**src/rtl/fetch_pkg.sv**
```systemverilog
// Shared types and constants for the instruction-fetch stage.
// XLEN is fixed here so the fetch entry struct and every port agree on width.
package fetch_pkg;

    localparam int XLEN = 32;

    localparam logic [XLEN-1:0] RESET_PC_DEFAULT = 32'h0000_0000;
    localparam logic [XLEN-1:0] PC_STEP          = 32'd4;

    typedef struct packed {
        logic [XLEN-1:0] pc;
        logic [XLEN-1:0] instr;
    } fetch_entry_t;

    // Word alignment test for instruction addresses.
    function automatic logic is_aligned(input logic [XLEN-1:0] addr);
        return (addr[1:0] == 2'b00);
    endfunction

endpackage

```
**src/rtl/fetch_fifo.sv**
```systemverilog
// Small queue of {pc, instr} entries between fetch and decode.
// DEPTH must be a power of two so the pointers wrap naturally.
// Flush wins over push and pop; head reads as zero while empty.
module fetch_fifo
    import fetch_pkg::*;
#(
    parameter int DEPTH = 2,
    localparam int PTR_W = $clog2(DEPTH),
    localparam int CNT_W = $clog2(DEPTH + 1)
) (
    input  logic             clk,
    input  logic             rst,
    input  logic             push,
    input  logic             pop,
    input  logic             flush,
    input  fetch_entry_t     wr_data,
    output fetch_entry_t     head,
    output logic [CNT_W-1:0] count,
    output logic             full
);

    fetch_entry_t     mem [DEPTH];
    logic [PTR_W-1:0] wr_ptr;
    logic [PTR_W-1:0] rd_ptr;
    logic             empty;
    logic             do_push;
    logic             do_pop;
    logic             clear;

    assign clear   = rst | flush;
    assign empty   = (count == '0);
    assign full    = (count == CNT_W'(DEPTH));
    assign do_pop  = pop & ~empty;
    // A full queue can still accept when the head leaves in the same cycle.
    assign do_push = push & (~full | do_pop);
    assign head    = empty ? '0 : mem[rd_ptr];

    // Pointer and occupancy bookkeeping; reset/flush empty the queue.
    always_ff @(posedge clk) begin
        if (clear) begin
            wr_ptr <= '0;
            rd_ptr <= '0;
            count  <= '0;
        end else begin
            if (do_push) begin
                wr_ptr <= wr_ptr + 1'b1;
            end
            if (do_pop) begin
                rd_ptr <= rd_ptr + 1'b1;
            end
            case ({do_push, do_pop})
                2'b10:   count <= count + 1'b1;
                2'b01:   count <= count - 1'b1;
                default: count <= count;
            endcase
        end
    end

    // Entry storage; left unreset because head is masked while empty.
    always_ff @(posedge clk) begin
        if (do_push && !clear) begin
            mem[wr_ptr] <= wr_data;
        end
    end

endmodule

```
**src/rtl/fetch_unit.sv**
```systemverilog
// Instruction-fetch stage: owns the PC, samples the combinational
// instruction memory, queues {pc, instr} for decode and handles redirects.
// Optional feature macro: FETCH_MISALIGN_EN -- a misaligned redirect target
// raises a sticky misalign_fault and halts fetching until rst or an aligned
// redirect. Without it the low two target bits are ignored.
module fetch_unit
    import fetch_pkg::*;
#(
    parameter logic [XLEN-1:0] RESET_PC   = RESET_PC_DEFAULT,
    parameter int              FIFO_DEPTH = 2
) (
    input  logic            clk,
    input  logic            rst,
    output logic [XLEN-1:0] imem_addr,
    input  logic [XLEN-1:0] imem_rdata,
    input  logic            redirect_valid,
    input  logic [XLEN-1:0] redirect_pc,
    output logic            out_valid,
    input  logic            out_ready,
    output logic [XLEN-1:0] out_pc,
    output logic [XLEN-1:0] out_instr,
    output logic            misalign_fault
);

    localparam int CNT_W = $clog2(FIFO_DEPTH + 1);

    logic [XLEN-1:0]  fetch_pc;
    logic [XLEN-1:0]  redirect_target;
    logic             halted;
    logic             push;
    logic             pop;
    logic             fifo_full;
    logic [CNT_W-1:0] fifo_count;
    fetch_entry_t     wr_entry;
    fetch_entry_t     head_entry;

    assign imem_addr = fetch_pc;
    assign out_valid = (fifo_count != '0);
    assign out_pc    = head_entry.pc;
    assign out_instr = head_entry.instr;

    assign pop  = out_valid & out_ready;
    // Redirect suppresses the push; the queue is flushed that same cycle.
    assign push = ~redirect_valid & ~halted & (~fifo_full | pop);

    assign wr_entry.pc    = fetch_pc;
    assign wr_entry.instr = imem_rdata;

`ifdef FETCH_MISALIGN_EN
    assign redirect_target = redirect_pc;

    // Sticky fault: every redirect re-evaluates it, so only an aligned
    // redirect (or reset) can clear it.
    always_ff @(posedge clk) begin
        if (rst) begin
            misalign_fault <= 1'b0;
            halted         <= 1'b0;
        end else if (redirect_valid) begin
            misalign_fault <= ~is_aligned(redirect_pc);
            halted         <= ~is_aligned(redirect_pc);
        end
    end
`else
    logic unused_redirect_lsbs;

    assign redirect_target      = {redirect_pc[XLEN-1:2], 2'b00};
    assign unused_redirect_lsbs = ^redirect_pc[1:0];
    assign misalign_fault       = 1'b0;
    assign halted               = 1'b0;
`endif

    // Program counter: reset, then redirect, then sequential advance on push.
    always_ff @(posedge clk) begin
        if (rst) begin
            fetch_pc <= RESET_PC;
        end else if (redirect_valid) begin
            fetch_pc <= redirect_target;
        end else if (push) begin
            fetch_pc <= fetch_pc + PC_STEP;
        end
    end

    fetch_fifo #(
        .DEPTH (FIFO_DEPTH)
    ) u_fifo (
        .clk     (clk),
        .rst     (rst),
        .push    (push),
        .pop     (pop),
        .flush   (redirect_valid),
        .wr_data (wr_entry),
        .head    (head_entry),
        .count   (fifo_count),
        .full    (fifo_full)
    );

endmodule

```
**config.mk**
```make
export PLATFORM = sky130hd
export DESIGN_NAME = fetch_unit
export DESIGN_NICKNAME = d
export VERILOG_FILES = /design/src/rtl/fetch_pkg.sv /design/src/rtl/fetch_fifo.sv /design/src/rtl/fetch_unit.sv
export SDC_FILE = /design/constraint.sdc
export NUM_CORES = 1
export LEC_CHECK = 0
export ABC_CLOCK_PERIOD_IN_PS = 12200
export CORE_AREA = 2 2 121 123
export DETAILED_ROUTE_END_ITERATION = 10
export DIE_AREA = 0 0 123 125
export GPL_TIMING_DRIVEN = 0
export HOLD_SLACK_MARGIN = 0.12
export PLACE_DENSITY = 0.78
export SYNTH_ARGS = -nofsm -noshare
export SYNTH_HDL_FRONTEND = slang
export SYNTH_SLANG_ARGS = --single-unit
```
**constraint.sdc**
```tcl
create_clock -name clk -period 12.2 [get_ports clk]
set_clock_uncertainty 0.05 [all_clocks]
set_input_delay 3.05 -clock clk [delete_from_list [all_inputs] [get_ports clk]]
set_output_delay 3.05 -clock clk [all_outputs]
set_load 0.02 [all_outputs]
```
---- Yosys cells after proc, flatten, opt, wreduce, memory -nomap -nowiden ----
Memories as Yosys holds them, arrays and structs flattened. A register that Yosys moved wholly into a read port is not among the register bits.
Cells that the tools add are included.
cells by class
  bitwise gates (word level) .............. 10
  equality and inequality tests ........... 3
  divide/modulo/power cells ............... 0
  shift operators ......................... 0
  muxes and demuxes ....................... 8
  magnitude comparators ................... 0
  $mul .................................... 0
  $add $sub $neg .......................... 5
  reduce and logical (&&, ||, !) cells .... 7
operators by type and width
  kind                                                                    number
  32-bit two-way mux                                                      2
  64-bit two-way mux                                                      1
  32-bit by 3-bit adder with 32-bit output (second input constant)        1
  2-bit nonzero test                                                      3
  1-bit AND                                                               4
  2-bit equality test (second input constant)                             2
  1-bit two-way mux                                                       4
  2-bit case mux with 2 select lines                                      1
  1-bit inverter                                                          3
  1-bit bitwise OR                                                        3
  1-bit adder (second input constant)                                     2
  2-bit by 1-bit adder with 2-bit output (second input constant)          1
  2-bit by 1-bit equality test with 1-bit output (second input constant)  1
  2-bit logical NOT                                                       1
  2-bit OR reduction                                                      1
  2-bit by 1-bit subtractor with 2-bit output (second input constant)     1
  1-bit logical AND                                                       1
  1-bit logical NOT                                                       1
storage, ports and cells
  flip-flop bits (word level) ............. 36
  memories ................................ 1
  output and inout bits ................... 98
  RAM bits ................................ 128
  input bits .............................. 68
  bits in latches ......................... 0
  logic and storage cells ................. 39
  ROM bits ................................ 0
memories
  memory      words  bits a word  rd ports  clocked after Yosys merged registers in  wr ports  line              RTL
  u_fifo.mem  2      64           1         1                                        1         fetch_fifo.sv:22  fetch_entry_t mem [DEPTH];

---- Longest topological paths before layout ----
  depth after elaboration ................. 8
  depth in mapped cells ................... 9
  gate-level depth less buffers ........... 8

---- Cells and area by module ----
From an unflattened synthesis, not the netlist that was laid out.
unflattened totals
  cells, all modules ...................... 525
  area total of the unflattened synthesis .. 6932.9 sq um
modules (own cells, without submodules)
  module      area each (sq um)  cells an instance  times used  sequential area each (sq um)
  fetch_fifo  5048.6             299                1           3943.8
  fetch_unit  1884.3             226                1           600.6

---- Worst setup path before layout ----
No wires, ideal clock.
  kind .................................... in2reg
  from .................................... input redirect_valid
  to ...................................... memory u_fifo.mem[0][0] (netlist name), enable pin
  data arrival time ....................... 9443 ps
  path buffers ............................ 2
  cell stages on the path ................. 3
  path slack .............................. 2072 ps
  library setup time ...................... 635 ps
  required time ........................... 11515 ps
  cells stage by stage .................... clkbuf_1 -> buf_1 -> nor4_1
between the ends
  cells in the longest elaborated chain, start to end .. 6
  elaborated cells between the ends (all ways) .. 8
  classes of those cells .................. mux (2); bitwise (4); reduce/logical (2)
ends and longest elaborated chain
  element                                    line              RTL
  from (decl)                                fetch_unit.sv:16  input logic redirect_valid,
  1-bit inverter                             fetch_unit.sv:44  assign push = ~redirect_valid & ~halted & (~fifo_full | pop);
  1-bit AND                                  fetch_unit.sv:44
  1-bit AND                                  fetch_fifo.sv:35  assign do_push = push & (~full | do_pop);
  1-bit logical AND *                        fetch_fifo.sv:61  if (do_push && !clear) begin
  1-bit two-way mux *                        fetch_fifo.sv:61
  1-bit two-way mux (not written as such) *  fetch_fifo.sv:62  mem[wr_ptr] <= wr_data;
  to (decl)                                  fetch_fifo.sv:22
Mark *: on every way between the ends. The rest lies on a longest branch, timed or not.

==> metrics.txt <==
status=completed; Die ar.=15400 um2; Starting Density=47.3%; Skew-Pair Late Insertion Delay=0.42 ns; WL final=16.1 mm; CTS tree=built; CP Capture Type=output port; met3 Use GR=4.97%; core area=14200 um2; filler cell count=1119; Worst Slack Setup Final=6.32 ns; Sw Ratio=23.8%; Slew @ Worst Pin=0.998 ns; Post-layout nets=777; Post-synth top flop=edfxtp_1; post-CTS sizing=0; asr flop ratio synth=0%; hold path start=imem_addr[31]; P_leak=2.98 nW; largest family of logic cells by synthesized area=simple AND/OR/NAND/NOR gates; CP Max Fanout=10; Sum Neg Setup Slack=0 ns; H-tree depth=4; Site Rows=44; antenna-violating nets left=0; Final min period=5.88 ns; vias per cell=5.46; Vias=4929; clock group share of total power=39.8%; DIE HEIGHT=125 um; Crit-path slowest cell=clkdlybuf4s50_1; power density over cell area=141 nW/um2; final-report hold violation count=0; Fin Hold WS=0.475 ns; max-cap violation count=0; Max Fclk=170 MHz; Internal=0.987 mW; commonest non-fill, non-tap cells in the layout=158 x clkdlybuf4s50_1, 124 x edfxtp_1, 86 x nor2_1; TritonRoute pass-1 iters=5; Synth Area in Simple Gates=13.5%; met1 Usage GRT=27.4%; Tcrit/Tclk final=48.2%; crit path DAT=2.78 ns; vias in the first global route=4880; Post-CTS Hold Fix Bufs=0; post-synthesis xor/xnor area fraction=1.56%; sequential-to-total area share from yosys stat=65.8%; Adder-Cell Fraction of Synth Area=0.372%; Num CTS Buffers=17; Clock Path Buffers=2; Area Overhead vs Synth=37.0%; fraction of layout cells with a size suffix above 1=8.34%; post-synthesis sequential element count=159; DRC Markers=0; number of port buffers=158; Post-CTS Setup Repair Bufs=0; Final HPWL DP=11.3 mm; mux cell area share after synthesis=9.23%; GPL Wtd Cong=0.900; worst min path class=reg2reg; fin. max-slew vios=0; met2 usage in global routing=35.2%; Worst path max stage delay=0.65 ns; number of flops mapped to enable cells by yosys=124; Setup WS pre-CTS=6.49 ns; Critical Path RT=9.10 ns; Setup CP Type=reg2out; number of antenna violations at the first check in global routing=0; Slew headroom=32.9%; startpoint types=flip-flop; largest net degree at the start of global routing=63; DRT iter0 DRCs=457; unrepaired setup endpoints after global routing=false; CP Cell Sequence=clkbuf_1, buf_1, mux2i_1, nor2_1, clkdlybuf4s50_1; Yosys cell types=50; global routing's busiest layer=met2; Mapped Avg Cell Area=13.0 um2; Hold EP=u_fifo.mem[0][63]; ant diodes=0; most common cell after layout, fill and taps aside=clkdlybuf4s50_1; Mapped Cells=517; Worst Reg-to-Reg Cells=9; gr ovfl total=0; Reg2Reg Capture Point=u_fifo.count[1]; die width=123 um; first-pass GRT wire length=25.4 mm; FF-to-FF Start=u_fifo.count[0]; # IOs=166; hold path depth=0; VDD IR max=0.0894 mV; CTS root buf=clkbuf_16; Sequential Power Share=48.6%; Reg clk slew, reported paths=0.06 ns; synthesized area=6720 um2; clock sinks=159; YS warnings=0; Total Routing Usage GR=21.4%; wire per inst=17.9 um; P_sw=0.308 mW; # setup viols final=0; compound-cell area share of the yosys netlist=6.57%; FF-to-FF setup slack=9.76 ns; combinational share of power=11.6%
==> metrics by stage <==
stage               area, um2  std cells  total power, mW  utilization (%)
floorplan                6740        521            0.708                -
global placement         8550        863            0.787             60.2
detailed placement       8620        872            0.791             60.7
CTS                      9210        903             1.30             64.8
global route             9210        903             1.34             64.8
finish                   9210        903             1.29             64.8
==> cells in the mapped netlist, types with 9 or more instances <==
cell	count	area share, %
dfxtp_1	35	10
nand4_1	15	1.4
nand3_1	10	0.74
clkbuf_1	20	1.1
a311oi_1	12	1.6
nor2_1	86	4.8
nor4_1	9	0.84
edfxtp_1	124	55
mux2i_1	62	9.2
nand2_1	16	0.89
o21ai_0	11	0.82
nor3_1	9	0.67
==> critical path, delay by kind of cell (launching register included) <==
| kind | cells | cell delay [ns] |
|---|---|---|
| buffers and inverters | 3 | 1.73 |
| flip-flops | 1 | 0.30 |
| multiplexers | 1 | 0.18 |
| AND/OR/NAND/NOR | 1 | 0.14 |
==> power by group through the flow <==
stage | Clock, mW | Combinational, mW | Sequential (mW)
CTS | 0.523 | 0.152 | 0.629
global route | 0.548 | 0.162 | 0.632
finish | 0.515 | 0.151 | 0.629
floorplan | 0 | 0.0644 | 0.644
global placement | 0 | 0.145 | 0.642
detailed placement | 0 | 0.151 | 0.640
==> per-layer routing <==
metal  up-vias  share of wire [%]
met5         -                  0
met4         0                2.6
met3        34                6.7
met2       202                 49
met1      2363                 41
li1       2330                  -
==> flip-flops by register name (all words and copies together), names as in the netlist, named ones only <==
register       flops
u_fifo.mem       124
u_fifo.count       2
u_fifo.rd_ptr      1
u_fifo.wr_ptr      1
imem_addr         30
==> cell type report <==
class	count	area [um2]	area share [%]
multi-input cells	318	2130	23.1
well taps	184	230	2.50
clock inverters	13	141	1.54
flip-flops and latches	159	4420	48.1
inverters	8	30.0	0.326
repair buffers	167	1650	17.9
clock buffers	18	439	4.77
plain buffers	36	165	1.79
==> how the worst max path moves through the flow <==
| stage | from | to | slack [ns] | depth (start not counted) |
|---|---|---|---|---|
| 4_1_cts | u_fifo.count[0] | out_pc[24] | 6.23 | 5 |
| 6_report | flip-flop | out_pc[13] | 6.32 | 5 |
| 5_1_grt | flip-flop | out_pc[29] | 6.09 | 5 |
| 3_5_place_dp | redirect_valid | u_fifo.mem[0][19] | 6.49 | 7 |
| 3_3_place_gp | redirect_valid | u_fifo.mem[0][42] | -1.72 | 4 |
| 2_1_floorplan | redirect_valid | u_fifo.mem[0][0] | 2.07 | 3 |
==> cells by family after synthesis <==
logic type	count (synthesis)
adders and majority gates	2
muxes	62
buffers and inverters	44
other	1
and+or+nand+nor	180
xor gates and xnor gates	12
AOI/OAI and AO/OA	57
DFF	159
Power figures use the tool's default switching activity.
